[src/rtl/fp_operand_unpack.sv]
// Two-stage operand front end for the FP multiplier. It registers an operand pair,
// then decodes sign, exponent, hidden-bit mantissa and class, with run-time fraction truncation.
module fp_operand_unpack #(
    parameter int EXP_W  = 8,
    parameter int MAN_W  = 7,
    parameter int PREC_W = 3
) (
    input  logic                 clk,
    input  logic                 rst,
    input  logic                 in_valid,
    output logic                 in_ready,
    input  logic [EXP_W+MAN_W:0] A,
    input  logic [EXP_W+MAN_W:0] B,
    input  logic [PREC_W-1:0]    prec,
    output logic                 out_valid,
    input  logic                 out_ready,
    output logic                 Sa,
    output logic                 Sb,
    output logic                 s_prod,
    output logic [EXP_W-1:0]     expa,
    output logic [EXP_W-1:0]     expb,
    output logic [MAN_W:0]       manta,
    output logic [MAN_W:0]       mantb,
    output logic [2:0]           cls_a,
    output logic [2:0]           cls_b,
    output logic                 special
);
    localparam int OP_W = 1 + EXP_W + MAN_W;

    localparam logic [2:0] CLS_NORMAL = 3'b000;
    localparam logic [2:0] CLS_ZERO   = 3'b001;
    localparam logic [2:0] CLS_SUB    = 3'b010;
    localparam logic [2:0] CLS_INF    = 3'b011;
    localparam logic [2:0] CLS_NAN    = 3'b100;

    logic                  s1_en;
    logic                  s2_en;
    logic                  s1_valid_q;
    logic                  s1_valid_d;
    logic [1:0][OP_W-1:0]  op_q;
    logic [1:0][OP_W-1:0]  op_d;
    logic [PREC_W-1:0]     prec_q;
    logic [PREC_W-1:0]     prec_d;
    logic                  out_valid_q;

    // Each stage may advance whenever the stage after it is empty or draining.
    assign s2_en    = !out_valid_q || out_ready;
    assign s1_en    = !s1_valid_q || s2_en;
    assign in_ready = s1_en;

    always_comb begin
        s1_valid_d = s1_valid_q;
        op_d       = op_q;
        prec_d     = prec_q;
        if (s1_en) begin
            s1_valid_d = in_valid;
            if (in_valid) begin
                op_d[0] = A;
                op_d[1] = B;
                prec_d  = prec;
            end
        end
    end

    always_ff @(posedge clk) begin
        if (rst) begin
            s1_valid_q <= 1'b0;
            op_q       <= '0;
            prec_q     <= '0;
        end else begin
            s1_valid_q <= s1_valid_d;
            op_q       <= op_d;
            prec_q     <= prec_d;
        end
    end

    logic [1:0]              sign_d;
    logic [1:0]              spec_d;
    logic [1:0][EXP_W-1:0]   exp_d;
    logic [1:0][MAN_W:0]     mant_d;
    logic [1:0][2:0]         cls_d;
    logic [31:0]             prec_ext;

    assign prec_ext = 32'(prec_q);

    for (genvar gi = 0; gi < 2; gi++) begin : g_op
        logic [EXP_W-1:0] exp_f;
        logic [MAN_W-1:0] frac_f;
        logic [MAN_W-1:0] frac_m;
        logic             exp_zero;
        logic             exp_ones;
        logic             frac_nz;

        assign sign_d[gi] = op_q[gi][OP_W-1];
        assign exp_f      = op_q[gi][OP_W-2 -: EXP_W];
        assign frac_f     = op_q[gi][MAN_W-1:0];
        assign exp_zero   = (exp_f == '0);
        assign exp_ones   = &exp_f;
        assign frac_nz    = |frac_f;

        // Bit j survives only when it lies at or above the drop count; a drop
        // count beyond MAN_W therefore clears the whole fraction.
        for (genvar gj = 0; gj < MAN_W; gj++) begin : g_mask
            localparam logic [31:0] BIT_IDX = 32'(gj);
            assign frac_m[gj] = (prec_ext > BIT_IDX) ? 1'b0 : frac_f[gj];
        end

        // Class is taken from the unmasked fraction so truncation cannot turn NaN into inf.
        assign cls_d[gi] = exp_zero ? (frac_nz ? CLS_SUB : CLS_ZERO)
                         : exp_ones ? (frac_nz ? CLS_NAN : CLS_INF)
                         : CLS_NORMAL;

        assign exp_d[gi]  = exp_f;
        assign mant_d[gi] = {!exp_zero, frac_m};
        assign spec_d[gi] = (cls_d[gi] == CLS_ZERO) || (cls_d[gi] == CLS_INF)
                         || (cls_d[gi] == CLS_NAN);
    end

    logic              sa_q;
    logic              sb_q;
    logic              s_prod_q;
    logic [EXP_W-1:0]  expa_q;
    logic [EXP_W-1:0]  expb_q;
    logic [MAN_W:0]    manta_q;
    logic [MAN_W:0]    mantb_q;
    logic [2:0]        cls_a_q;
    logic [2:0]        cls_b_q;
    logic              special_q;

    // Data registers only load on a real transfer; a bubble just clears valid.
    always_ff @(posedge clk) begin
        if (rst) begin
            out_valid_q <= 1'b0;
            sa_q        <= 1'b0;
            sb_q        <= 1'b0;
            s_prod_q    <= 1'b0;
            expa_q      <= '0;
            expb_q      <= '0;
            manta_q     <= '0;
            mantb_q     <= '0;
            cls_a_q     <= '0;
            cls_b_q     <= '0;
            special_q   <= 1'b0;
        end else if (s2_en) begin
            out_valid_q <= s1_valid_q;
            if (s1_valid_q) begin
                sa_q      <= sign_d[0];
                sb_q      <= sign_d[1];
                s_prod_q  <= sign_d[0] ^ sign_d[1];
                expa_q    <= exp_d[0];
                expb_q    <= exp_d[1];
                manta_q   <= mant_d[0];
                mantb_q   <= mant_d[1];
                cls_a_q   <= cls_d[0];
                cls_b_q   <= cls_d[1];
                special_q <= spec_d[0] | spec_d[1];
            end
        end
    end

    assign out_valid = out_valid_q;
    assign Sa        = sa_q;
    assign Sb        = sb_q;
    assign s_prod    = s_prod_q;
    assign expa      = expa_q;
    assign expb      = expb_q;
    assign manta     = manta_q;
    assign mantb     = mantb_q;
    assign cls_a     = cls_a_q;
    assign cls_b     = cls_b_q;
    assign special   = special_q;

endmodule

[config.mk]
export PLATFORM = sky130hd
export DESIGN_NAME = fp_operand_unpack
export DESIGN_NICKNAME = d
export VERILOG_FILES = /design/src/rtl/fp_operand_unpack.sv
export SDC_FILE = /design/constraint.sdc
export NUM_CORES = 1
export LEC_CHECK = 0
export BUFFER_PORTS_ARGS = -buffer_cell sky130_fd_sc_hd__buf_4
export CORE_MARGIN = 3
export CORE_UTILIZATION = 30
export CTS_CLUSTER_SIZE = 12
export DETAILED_ROUTE_END_ITERATION = 10
export GPL_TIMING_DRIVEN = 0
export MAX_ROUTING_LAYER = met4
export PLACE_DENSITY_LB_ADDON = 0.3
export RECOVER_POWER = 50
export REMOVE_ABC_BUFFERS = 1
export SYNTH_ARGS = -nofsm -noshare
export SYNTH_HDL_FRONTEND = slang
export SYNTH_SLANG_ARGS = --single-unit
[constraint.sdc]
create_clock -name clk -period 2.3 [get_ports clk]
set_input_delay 0.115 -clock clk [delete_from_list [all_inputs] [get_ports clk]]
set_output_delay 0.115 -clock clk [all_outputs]
set_load 0.1 [all_outputs]
### Word level (Yosys, flattened, before mapping)

Index checks and enable logic that the tools add are counted.

| word-level totals | value |
|---|---|
| flip-flop bits (word level) | 79 |
| bits in latches | 0 |
| memory bits (writable) | 0 |
| bits in read-only memories | 0 |
| bits of input ports | 39 |
| logic and storage cells | 70 |
| memories kept | 0 |

| operators by class | value |
|---|---|
| add/sub/neg operators | 0 |
| $mul | 0 |
| div/mod/pow operators | 0 |
| magnitude comparators | 7 |
| equality and inequality tests | 6 |
| shifts and indexed selects | 0 |
| muxes and demuxes | 22 |
| bitwise logic cells | 2 |
| reductions and logical operators | 18 |

Operators by type and width:

| cell | count |
|---|---|
| 2-to-1 mux 3 bit | 6 |
| zero test 8 bit | 2 |
| AND reduction 8 bit | 2 |
| 2-to-1 mux 1 bit | 14 |
| OR reduction 7 bit | 2 |
| greater-than comparator 3 bit (second input constant) | 3 |
| equality test 3 x 1 -> 1 bit (second input constant) | 2 |
| equality test 3 x 2 -> 1 bit (second input constant) | 2 |
| equality test 3 bit (second input constant) | 2 |
| greater-than comparator 3 x 1 -> 1 bit (second input constant) | 2 |
| greater-than comparator 3 x 2 -> 1 bit (second input constant) | 2 |
| logical OR 1 bit | 6 |
| zero test 1 bit | 4 |
| 2-to-1 mux 2 bit | 2 |
| AND reduction 2 bit | 2 |
| bitwise OR 1 bit | 1 |
| bitwise XOR 1 bit | 1 |

### Depth between registers and ports, before layout

| logic depth | value |
|---|---|
| word-level depth | 8 |
| mapped depth | 7 |
| mapped depth without buffers | 4 |

### Worst setup path after synthesis

Ideal clock, no wire load.

| path | value |
|---|---|
| path kind | flip-flop to flip-flop |
| from | reg out_valid_q, in the netlist out_valid |
| to | reg op_q, in the netlist exp_d[0] |
| library setup time | 70 ps |
| arrival time | 2941 ps |
| path slack | -712 ps |
| stages on the path, launching flop included | 6 |
| buffers on the path | 1 |
| period minus slack after synthesis | 3012 ps |
| path through | dfxtp_1 -> nand3b_1 -> nand2_1 -> clkbuf_1 -> nand2_1 -> a21oi_1 |

| between the ends | value |
|---|---|
| word-level cells in the longest chain between the ends | 4 |

Ends and longest elaborated chain:

| element | line | source |
|---|---|---|
| from (decl) | 44 | `logic out_valid_q;` |
| from (signal assigned) | 145 | `out_valid_q <= s1_valid_q;` |
| zero test 1 bit | 47 | `assign s2_en = !out_valid_q \|\| out_ready;` |
| logical OR 1 bit | 47 |  |
| logical OR 1 bit | 48 | `assign s1_en = !s1_valid_q \|\| s2_en;` |
| via in_ready | 11 | `output logic in_ready,` |
| AND reduction 2 bit (no source line) | - |  |
| to (signal assigned) | 72 | `op_q <= op_d;` |
| to (decl) | 40 | `logic [1:0][OP_W-1:0] op_q;` |

The timed path passes the listed nets, and every way through them passes these cells.
A chain may end at the register's enable or synchronous reset.

### Worst setup path after layout

| path | value |
|---|---|
| from | reg out_valid_q, in the netlist out_valid |
| to | reg special_q, in the netlist special |

| between the ends | value |
|---|---|
| word-level cells in the longest chain between the ends | 3 |

Ends and longest elaborated chain:

| element | line | source |
|---|---|---|
| zero test 1 bit | 47 |  |
| logical OR 1 bit | 47 |  |
| AND reduction 2 bit (no source line) | - |  |
| to (signal assigned) | 156 | `special_q <= spec_d[0] \| spec_d[1];` |
| to (decl) | 128 | `logic special_q;` |

No other way between the ends.

==> impl_metrics.sql <==
INSERT INTO impl_metrics (metric_group, metric, value, unit) VALUES
('synthesis', 'synth-adder-area-share', '0', '%'),
('sta', 'worst_pin_slew', '1230', 'ps'),
('sta', 'finalClockSkew', '11.2', 'ps'),
('route', 'route.detailed.vias_per_inst', '4.65', ''),
('grt', 'via_count_of_the_first_global_routing_pass', '2517', ''),
('grt', 'antenna_found_initial', '0', ''),
('hold_path', 'worst_hold_path.num_cells', '3', ''),
('route', 'first_pass_iters', '4', ''),
('finish', 'final_layout_size_suffix_gt1_share', '14.0', '%'),
('clock_network', 'clk_pin_slew_worst_paths', '80', 'ps'),
('route', 'drt_iter0_markers', '61', ''),
('clock_network', 'root_driver', 'sky130_fd_sc_hd__clkbuf_8', ''),
('synthesis', 'xor_xnor_cell_area_share_of_the_yosys_netlist', '0.300', '%'),
('route', 'wl_per_cell', '13.0', 'um'),
('finish', 'fillers', '1027', ''),
('die', 'top_level_ports', '83', ''),
('clock_network', 'tritoncts_num_sinks', '79', ''),
('synthesis', 'synth_simple_gate_area_share', '24.5', '%'),
('grt', 'grt_usage', '13.8', '%'),
('pwr', 'irDropWorstVdd', '298', 'uV'),
('synthesis', 'syn-instance-count', '361', ''),
('place', 'hpwlAfterDp', '4.74', 'mm'),
('critical_path', 'reg2reg_from', 'out_valid', ''),
('synthesis', 'synth_seq_cells', '79', ''),
('pwr', 'power.density_cell_area', '816', 'mW/mm^2'),
('sta', 'max-slew-margin-rel', '18.2', '%'),
('sta', 'postLayoutSetupSlackWorst', '398', 'ps'),
('clock_network', 'cts.path.max_buffers', '2', ''),
('finish', 'insertedDiodeCount', '0', ''),
('critical_path', 'worst-endpoint-arrival', '2150', 'ps'),
('finish', 'area.growth.synth_to_final', '26.9', '%'),
('critical_path', 'timing.critical_path.mode_cell', 'sky130_fd_sc_hd__a211oi_1', ''),
('sta', 'report.final.setup_viol', '0', ''),
('critical_path', 'worst_setup_path_start_kind', 'flip-flop', ''),
('die', 'fp.dieW', '105', 'um'),
('critical_path', 'required', '2540', 'ps'),
('critical_path', 'r2r-end', 'special', ''),
('critical_path', 'critical_path.endpoint_type', 'flip-flop', ''),
('critical_path', 'critPathSlowestCell', 'sky130_fd_sc_hd__nor2b_1', ''),
('route', 'count_of_antenna_violating_nets_left_after_detailed_routing', '0', ''),
('critical_path', 'critical_path_peak_fanout', '37', ''),
('finish', 'seqCellArea', '0.00158', 'mm^2'),
('clock_network', 'source_to_sink_clock_delay_at_the_later_pin_of_the_worst_skew_pair', '340', 'ps'),
('sta', 'report.final.hold_viol_count', '0', ''),
('critical_path', 'largest_stage_delay_on_the_critical_path', '580', 'ps'),
('hold_path', 'worst_hold_path_type', 'in -> reg', ''),
('clock_network', 'clock_tree.htree_level_count', '3', ''),
('synthesis', 'synth_seq_area_share', '54.2', '%'),
('place', 'io_buffers', '82', ''),
('grt', 'grt_max_degree', '80', ''),
('die', 'dieArea', '0.0109', 'mm^2'),
('place', 'detailedPlace.worstSlack', '146', 'ps'),
('grt', 'grt_first_pass_wirelength', '12.0', 'mm'),
('die', 'die_height', '105', 'um'),
('synthesis', 'synth_top_family_by_area', 'simple AND/OR/NAND/NOR gates', ''),
('grt', 'grt_remaining_overflow', '0', ''),
('synthesis', 'synth_compound_area_share', '16.9', '%'),
('critical_path', 'crit_path_leading_delay_family', 'simple AND/OR/NAND/NOR gates', ''),
('synthesis', 'synthesis.yosys.warnings', '0', ''),
('critical_path', 'cp-startpoint', 'out_valid', ''),
('clock_network', 'tritoncts', 'done', ''),
('route', 'finalWirelength', '7.34', 'mm'),
('sta', 'timing_max_transition_violations_final', '0', ''),
('sta', 'timing.final.crit_period', '1900', 'ps'),
('die', 'core.rowCount', '35', ''),
('finish', 'layout.cell_area.non_filler', '0.00370', 'mm^2'),
('status', 'run_status', 'completed', ''),
('sta', 'max_freq', '526', 'MHz'),
('place', 'postPlaceCellArea', '0.00361', 'mm^2'),
('synthesis', 'synthMuxAreaShare', '0.343', '%'),
('place', 'place_inst', '548', '');
[worst max-delay path by stage]
| stage | depth (start not counted) | slack [ps] | endpoint |
|---|---|---|---|
| floorplan | 4 | -940 | exp_d[0] |
| global placement | 4 | -690 | cls_a[0] |
| detailed placement | 4 | 150 | special |
| CTS | 4 | 90 | special |
| global route | 4 | 190 | cls_b[0] |
| finish | 4 | 400 | special |
[synth_stat cells]
cell type	count	area share [%]
sky130_fd_sc_hd__xnor2_1	1	0.30
sky130_fd_sc_hd__nor2_1	20	2.6
sky130_fd_sc_hd__dfxtp_1	79	54
sky130_fd_sc_hd__a32oi_1	2	0.60
sky130_fd_sc_hd__or4_1	4	1.0
sky130_fd_sc_hd__nand2b_1	1	0.21
sky130_fd_sc_hd__a21oi_2	1	0.30
sky130_fd_sc_hd__nor2_2	1	0.21
sky130_fd_sc_hd__inv_1	2	0.26
sky130_fd_sc_hd__a2111oi_0	1	0.30
sky130_fd_sc_hd__nand4_1	4	0.86
sky130_fd_sc_hd__a21oi_1	65	11
sky130_fd_sc_hd__nand2_1	121	16
sky130_fd_sc_hd__or4_4	1	0.39
sky130_fd_sc_hd__inv_2	1	0.13
sky130_fd_sc_hd__a211oi_1	5	1.3
sky130_fd_sc_hd__o211ai_1	2	0.51
sky130_fd_sc_hd__buf_2	6	1.0
sky130_fd_sc_hd__mux2i_1	1	0.34
sky130_fd_sc_hd__nand3_1	5	0.86
sky130_fd_sc_hd__a311oi_1	2	0.60
sky130_fd_sc_hd__nor2b_1	1	0.21
sky130_fd_sc_hd__nor4_1	2	0.43
sky130_fd_sc_hd__nor3_1	1	0.17
sky130_fd_sc_hd__clkbuf_1	18	2.3
sky130_fd_sc_hd__o21ai_0	1	0.17
sky130_fd_sc_hd__and2_1	1	0.21
sky130_fd_sc_hd__a211oi_2	1	0.43
sky130_fd_sc_hd__a22oi_1	6	1.5
sky130_fd_sc_hd__nor4_4	1	0.73
sky130_fd_sc_hd__nand3b_1	4	1.0
[registers in the layout, indices dropped and copies added (netlist names), 2 cells and up]
name,cells
cls_b,3
g_op.frac_f,14
prec_q,3
exp_d,16
cls_a,3
manta,8
expa,8
op_q,2
expb,8
mantb,8
[routing by layer]
metal,wire length (um),GRT usage [%],part of all wire [%],vias up
met2,3380,22.4,46,64
met3,337,3.89,4.6,6
li1,-,-,-,1353
met5,0,-,0,-
met4,63,4.31,0.86,0
met1,3560,16.7,48,1207
[cell usage in the layout (no fill, tap or decap), drive strengths merged]
cell	instances
nand3b	4
a32oi	2
clkinvlp	1
a2111oi	1
o211ai	2
a22oi	6
clkbuf	56
nand2	121
dlygate4sd3	3
nor4	3
inv	3
xnor2	1
o21ai	1
a21oi	66
bufinv	2
a211oi	6
and2	1
nor2	21
or4	5
a311oi	2
nand4	4
nand2b	1
nor2b	1
mux2i	1
buf	38
dfxtp	79
nor3	1
nand3	5
[power breakdown]
group	total, mW	switching, mW	internal, mW
clock	1.12	0.481	0.637
combinational	0.430	0.314	0.116
sequential	1.47	0.0477	1.42
[layout make-up]
| type | instances | area share, % |
|---|---|---|
| flip-flops and latches | 79 | 42.7 |
| multi-input cells | 255 | 33.8 |
| repair buffers | 85 | 13.0 |
| well taps | 129 | 4.36 |
| clock buffers | 12 | 3.92 |
| clock inverters | 3 | 1.83 |
| inverters | 3 | 0.304 |
[logic make-up (layout without fill, tap and decap cells)]
| kind of cell | after synthesis | count (layout) |
|---|---|---|
| AOI/OAI and AO/OA | 86 | 86 |
| xor gates and xnor gates | 1 | 1 |
| buffers and inverters | 27 | 103 |
| DFF | 79 | 79 |
| muxes | 1 | 1 |
| and+or+nand+nor | 167 | 167 |
[worst reg2reg max path, stage by stage (launching register included)]
cell,delay [ps]
sky130_fd_sc_hd__dfxtp_1,350
sky130_fd_sc_hd__nor2b_1,580
sky130_fd_sc_hd__nand2b_4,560
sky130_fd_sc_hd__a211oi_1,120
sky130_fd_sc_hd__a211oi_1,200
[what timing repair did]
action	CTS	global route
gates resized for setup	0	2
endpoints found under the hold margin	3	0
hold buffers	3	0
endpoints found under the setup margin	0	11
[per-stage QoR]
stage                     hold WS [ps]  util (%)  TNS [ps]  power (mW)
final                             21.0      39.7         0        3.02
after global routing              1.82      39.7         0        3.15
after CTS                        0.905      41.3         0        3.08
after detailed placement           370      38.7         0        1.95
after global placement             363      38.6    -20080        1.95
after floorplan                    180         -    -43680        1.79
No activity file was read; power rests on OpenSTA's default activity.
